==> config.mk <==
export PLATFORM = sky130hd
export DESIGN_NAME = ysyx_23060124_mem_stage
export DESIGN_NICKNAME = d
export VERILOG_FILES = /design/src/rtl/ysyx_23060124_mem_stage.sv
export SDC_FILE = /design/constraint.sdc
export NUM_CORES = 1
export LEC_CHECK = 0
export BUFFER_PORTS_ARGS = -buffer_cell sky130_fd_sc_hd__clkbuf_2
export CAP_MARGIN = 10
export CORE_AREA = 4 4 113 115
export CTS_CLUSTER_DIAMETER = 80
export DETAILED_ROUTE_END_ITERATION = 6
export DIE_AREA = 0 0 117 119
export PLACE_DENSITY = 0.85
export RECOVER_POWER = 25
export SLEW_MARGIN = 10
export SYNTH_ARGS = -nofsm -noshare
export SYNTH_HDL_FRONTEND = slang
export SYNTH_SLANG_ARGS = --single-unit
==> constraint.sdc <==
create_clock -name i_clk -period 3.9 [get_ports i_clk]
set_input_delay 0.195 -clock i_clk [delete_from_list [all_inputs] [get_ports i_clk]]
set_output_delay 0.195 -clock i_clk [all_outputs]
set_load 0.03 [all_outputs]
==> src/rtl/ysyx_23060124_mem_stage.sv <==
// ---------------------------------------------------------------------------
// ysyx_23060124_mem_stage
//
// Memory-access stage of the multi-cycle core. One transaction at a time is
// taken from the execute unit. Non-memory instructions pass their ALU result
// through. Each load or store becomes exactly one request/response exchange
// on the data bus, and the result is handed to write-back.
//
// Ports
//   i_clk, i_rst            clock, synchronous active-high reset
//   i_valid / o_ready       upstream handshake (o_ready only in IDLE)
//   i_alu_res, i_src2       effective address / store data
//   i_ren, i_wen, i_funct3  load / store / RISC-V size code
//   i_rd                    destination register
//   o_valid / i_ready       write-back handshake
//   o_wb_data, o_rd,
//   o_rd_wen, o_exc         result: data, rd, write enable, exception code
//   o_mem_req_*, o_mem_*    bus request channel (word address, strobes)
//   i_mem_resp_valid,
//   o_mem_resp_ready,
//   i_mem_rdata, i_mem_err  bus response channel
// ---------------------------------------------------------------------------
module ysyx_23060124_mem_stage #(
  parameter int XLEN    = 32,
  parameter int TIMEOUT = 255
) (
  input  logic            i_clk,
  input  logic            i_rst,
  input  logic            i_valid,
  output logic            o_ready,
  input  logic [XLEN-1:0] i_alu_res,
  input  logic [XLEN-1:0] i_src2,
  input  logic            i_ren,
  input  logic            i_wen,
  input  logic [2:0]      i_funct3,
  input  logic [4:0]      i_rd,
  output logic            o_valid,
  input  logic            i_ready,
  output logic [XLEN-1:0] o_wb_data,
  output logic [4:0]      o_rd,
  output logic            o_rd_wen,
  output logic [1:0]      o_exc,
  output logic            o_mem_req_valid,
  input  logic            i_mem_req_ready,
  output logic [XLEN-1:0] o_mem_addr,
  output logic            o_mem_wen,
  output logic [XLEN-1:0] o_mem_wdata,
  output logic [3:0]      o_mem_wstrb,
  input  logic            i_mem_resp_valid,
  output logic            o_mem_resp_ready,
  input  logic [XLEN-1:0] i_mem_rdata,
  input  logic            i_mem_err
);

  typedef enum logic [1:0] {IDLE = 2'd0, REQ = 2'd1, WAIT = 2'd2, DONE = 2'd3} state_t;

  localparam logic [7:0] TO_LAST = 8'(TIMEOUT - 1);

  localparam logic [1:0] EXC_NONE  = 2'b00;
  localparam logic [1:0] EXC_MISAL = 2'b01;
  localparam logic [1:0] EXC_BUS   = 2'b10;
  localparam logic [1:0] EXC_TMO   = 2'b11;

  // Size codes use funct3[1:0]: 00 byte, 01 half, anything else word.
  function automatic logic misaligned(input logic [1:0] size, input logic [1:0] lo);
    case (size)
      2'b00:   misaligned = 1'b0;
      2'b01:   misaligned = lo[0];
      default: misaligned = (lo != 2'b00);
    endcase
  endfunction

  function automatic logic [3:0] store_strb(input logic [1:0] size, input logic [1:0] sh);
    case (size)
      2'b00:   store_strb = 4'b0001 << sh;
      2'b01:   store_strb = 4'b0011 << sh;
      default: store_strb = 4'b1111;
    endcase
  endfunction

  // Narrow stores replicate the operand across the word so the strobes alone
  // select the lane; no data shifter is needed.
  function automatic logic [XLEN-1:0] store_data(input logic [1:0] size, input logic [XLEN-1:0] src);
    case (size)
      2'b00:   store_data = {4{src[7:0]}};
      2'b01:   store_data = {2{src[15:0]}};
      default: store_data = src;
    endcase
  endfunction

  function automatic logic [XLEN-1:0] load_data(input logic [2:0] f3, input logic [1:0] sh,
                                                input logic [XLEN-1:0] word);
    logic [XLEN-1:0]        r;
    logic signed [7:0]      b;
    logic signed [15:0]     h;
    logic signed [XLEN-1:0] sx;
    r  = word >> {sh, 3'b000};
    b  = r[7:0];
    h  = r[15:0];
    sx = '0;
    case (f3[1:0])
      2'b00: begin
        sx = XLEN'(b);
        load_data = f3[2] ? XLEN'(r[7:0]) : sx;
      end
      2'b01: begin
        sx = XLEN'(h);
        load_data = f3[2] ? XLEN'(r[15:0]) : sx;
      end
      default: load_data = r;
    endcase
  endfunction

  state_t state, state_nxt;
  logic [7:0] wait_cnt;

  logic accept, mem_op, is_store, misal, timeout_hit;

  assign accept      = i_valid && (state == IDLE);
  assign mem_op      = i_ren || i_wen;
  assign is_store    = i_wen && !i_ren;
  assign misal       = misaligned(i_funct3[1:0], i_alu_res[1:0]);
  assign timeout_hit = (wait_cnt == TO_LAST);

  // Request registers (_p1) hold the accepted transaction.
  logic [XLEN-1:0] addr_p1, wdata_p1;
  logic [3:0]      wstrb_p1;
  logic            wen_p1;
  logic [2:0]      funct3_p1;
  logic [4:0]      rd_p1;

  // Result registers (_p2) drive the write-back outputs.
  logic [XLEN-1:0] wb_data_p2;
  logic [4:0]      rd_p2;
  logic            rd_wen_p2;
  logic [1:0]      exc_p2;

  always_ff @(posedge i_clk) begin
    if (i_rst) state <= IDLE;
    else       state <= state_nxt;
  end

  always_comb begin
    state_nxt = state;
    case (state)
      IDLE: if (accept) state_nxt = (!mem_op || misal) ? DONE : REQ;
      REQ:  if (i_mem_req_ready) state_nxt = WAIT;
      WAIT: if (i_mem_resp_valid || timeout_hit) state_nxt = DONE;
      DONE: if (i_ready) state_nxt = IDLE;
      default: state_nxt = IDLE;
    endcase
  end

  // Held at zero while requesting, so it starts from zero after the handshake.
  always_ff @(posedge i_clk) begin
    if (i_rst)                                                 wait_cnt <= 8'd0;
    else if (state == REQ)                                     wait_cnt <= 8'd0;
    else if (state == WAIT && !i_mem_resp_valid && !timeout_hit) wait_cnt <= wait_cnt + 8'd1;
  end

  // ---- accept -> request stage boundary ----
  always_ff @(posedge i_clk) begin
    if (accept) begin
      addr_p1   <= i_alu_res;
      wen_p1    <= is_store;
      wstrb_p1  <= is_store ? store_strb(i_funct3[1:0], i_alu_res[1:0]) : 4'b0000;
      wdata_p1  <= is_store ? store_data(i_funct3[1:0], i_src2) : '0;
      funct3_p1 <= i_funct3;
      rd_p1     <= i_rd;
    end
  end

  // ---- response -> write-back stage boundary ----
  // Result registers are reset so the outputs read zero out of reset.
  always_ff @(posedge i_clk) begin
    if (i_rst) begin
      wb_data_p2 <= '0;
      rd_p2      <= 5'd0;
      rd_wen_p2  <= 1'b0;
      exc_p2     <= EXC_NONE;
    end else if (accept) begin
      rd_p2      <= i_rd;
      wb_data_p2 <= mem_op ? '0 : i_alu_res;
      rd_wen_p2  <= !mem_op && (i_rd != 5'd0);
      exc_p2     <= (mem_op && misal) ? EXC_MISAL : EXC_NONE;
    end else if (state == WAIT) begin
      if (i_mem_resp_valid) begin
        if (i_mem_err) begin
          wb_data_p2 <= '0;
          rd_wen_p2  <= 1'b0;
          exc_p2     <= EXC_BUS;
        end else if (wen_p1) begin
          wb_data_p2 <= '0;
          rd_wen_p2  <= 1'b0;
          exc_p2     <= EXC_NONE;
        end else begin
          wb_data_p2 <= load_data(funct3_p1, addr_p1[1:0], i_mem_rdata);
          rd_wen_p2  <= (rd_p1 != 5'd0);
          exc_p2     <= EXC_NONE;
        end
      end else if (timeout_hit) begin
        wb_data_p2 <= '0;
        rd_wen_p2  <= 1'b0;
        exc_p2     <= EXC_TMO;
      end
    end
  end

  always_comb begin
    o_ready          = (state == IDLE);
    o_valid          = (state == DONE);
    o_mem_req_valid  = (state == REQ);
    o_mem_resp_ready = (state == WAIT);
    o_mem_addr       = '0;
    o_mem_wen        = 1'b0;
    o_mem_wdata      = '0;
    o_mem_wstrb      = 4'b0000;
    if (state == REQ) begin
      o_mem_addr  = {addr_p1[XLEN-1:2], 2'b00};
      o_mem_wen   = wen_p1;
      o_mem_wdata = wdata_p1;
      o_mem_wstrb = wstrb_p1;
    end
  end

  assign o_wb_data = wb_data_p2;
  assign o_rd      = rd_p2;
  assign o_rd_wen  = rd_wen_p2;
  assign o_exc     = exc_p2;

endmodule

==> flow_summary.ini <==
[cells_and_area]
fin_nets = 947
syn2layout_area_growth_pct = 32.2
seqCellArea_um2 = 3310
diodes = 0
layout_common_cells = 159 x clkbuf_2, 77 x edfxtp_1, 75 x and2_1
instances_no_fill = 988
fill_cells = 865
multi_input_comb_area_um2 = 2740
drive_gt1_share_pct = 27.2
layout_commonest_cell = clkbuf_2

[route]
final_antenna_net_count = 0
drc = 0
first_pass_iters = 6
vias = 5730
wl_per_cell_um = 19.5
first_iter_violations = 521
vias_per_cell = 5.80
routed_wl_um = 19200

[clock_network]
cts_setup_buffers = 0
cts_sinks = 127
cts-buffers-inserted = 17
clockBufferDepth = 2
clkTransAtPathRegs_ps = 60
cts_tree = done
clockRootBuffer = clkbuf_16
worstSkewPairLatency_ps = 420
htree_levels = 4

[run]
cap_viol_max_count = 1

[min_path]
hold_path_class = primary input to register

[floorplanning]
dieArea_um2 = 13900
core_area_um2 = 11800
ioPinCount = 226
rows = 40
dieHeight_um = 119
initial_core_util_pct = 53.1
die_w_um = 117

[power_and_ir_drop]
ir_worst_vdd_mv = 0.367
p_per_area_nw_per_um2 = 675
leakage_nw = 3.39
total_power_w = 0.00560

[critical_path]
slowest_delay_ps = 1080
worstPathArrival_ps = 3130
worstPathCellList = mux4_2 > o2111ai_2 > a211oi_1
crit_type = register to register
rrSetupSlack_ps = 1010
critPathSlowestCell = edfxtp_1
critPathRequiredTime_ps = 4140
worst-path-max-fanout = 26
cp-end-kind = register
cp-start-kind = register

[yosys]
async_flop_share_pct = 0
syn_inst = 588
synthTopCellsByArea = edfxtp_1 37%, dfxtp_1 16%, and2_1 7.5%, mux2i_1 6.5%, nor2_1 3.5%
syn_avg_cell_area_um2 = 10.7
yosysTopAreaCell = edfxtp_1
synth_top_cell_area_share_pct = 36.8
synth_cell_types = 55
synth_seq_cells = 127
synthFlopType = edfxtp_1
ys_warn_count = 0
netlist_area_um2 = 6280
synth-seq-area-share_pct = 52.8
synth_edf_count = 77

[grt]
grt_overflow = 0
grt_usage_pct = 27.4
grt_max_degree = 71
grt_pass1_wl_um = 29500
antenna_found_initial = 0
grt_pass1_vias = 5703

[timing]
tns_ps = 0
fmax_ghz = 0.346
rsz0062_at_grt = no
report.final.slew_viol_count = 31
period_minus_slack_ps = 2890
worst_pin_slew_ps = 1530
hold_viol_final = 0
setup_viol = 0
period_share_pct = 74.1
finalClockSkew_ps = 5.39
maxSlewHeadroom_pct = -2.05
hold_ws_ps = 91.2

[outcome]
violations = max-capacitance violations, max-slew violations
status = finished, violations left

[placement]
hpwlAfterDp_um = 13200
gp_congestion = 0.887
dp_cells = 920
io_buffer_count = 223
## per-layer routing
layer | GRT usage, % | share of wire [%] | up-vias
li1 | - | - | 2639
met1 | 31.5 | 37 | 2717
met2 | 47.1 | 50 | 320
met3 | 7.01 | 9.1 | 54
met4 | 12.3 | 3.3 | 0
met5 | 0 | 0 | -
## power breakdown
group / switching, W / internal [W]
Clock: 0.000568 / 0.00102
Combinational: 0.00144 / 0.000615
Sequential: 0.000160 / 0.00179
Total: 0.00217 / 0.00343
## cell families after synthesis
family,after synthesis,share of synthesized area (%)
AOI/OAI and AO/OA,121,14.3
xor gates and xnor gates,2,0.279
adders and majority gates,6,1.20
buffers and inverters,54,3.69
DFF,127,52.8
muxes,51,8.51
other,1,0.0597
and+or+nand+nor,226,19.2
## sequential cells by signal (all words and copies together), names as in the netlist, 2 cells and up
signal     flops
wdata_p1      32
wait_cnt       8
wstrb_p1       4
addr_p1       32
funct3_p1      3
rd_p1          5
o_exc          2
o_wb_data     32
state          2
o_rd           5
## final timing paths
kind,from,end,cells after the start
min reg2reg,o_wb_data[8],o_wb_data[8],2
min,i_src2[29],wdata_p1[29],3
max,addr_p1[1],o_wb_data[17],3
max reg2reg,addr_p1[1],o_wb_data[17],3
## cell type report
type                            instances  area share [%]
Clock buffer                           21            5.43
Clock inverter                         11            1.69
Inverter                               11           0.513
Multi-Input combinational cell        408            33.0
Sequential cell                       127            39.9
Tap cell                              147            2.22
Timing Repair Buffer                  263            17.2
## cell usage after synthesis (3+ instances only)
library cell  instances
nand3b_1              8
clkbuf_1             26
or2_2                 7
nand3_1               4
and2_1               75
buf_2                 8
inv_1                11
o21ai_0               7
a211oi_2             11
a32oi_1               7
nand2b_1              4
ha_1                  6
nor2_1               59
dfxtp_1              50
nor3_1                9
a311oi_1              3
a21oi_1              41
a211oi_1              7
or3_1                 4
mux2i_1              41
buf_4                 3
mux2_2                9
edfxtp_1             77
or4_1                 3
a221oi_1             24
o211ai_1              9
buf_1                 5
nand2_1              40
## what timing repair did
item	in CTS	in global routing
resized for setup	0	0
hold buffers	36	0
endpoints found under the hold margin	36	0
## worst max-delay path, delay by kind of cell, from the launching register on
kind               cells  cell delay, ps
AOI/OAI and AO/OA      2             990
DFF                    1            1080
muxes                  1             630
## per-stage QoR
step / cell area, µm² / utilization [%] / worst slack (ps)
global route: 8300 / 70.2 / 796
floorplan: 6280 / - / 965
CTS: 8380 / 70.9 / 1080
global placement: 7420 / 62.9 / 1220
finish: 8300 / 70.2 / 1010
detailed placement: 7420 / 62.9 / 1130
(Power assumes the default switching activity.)
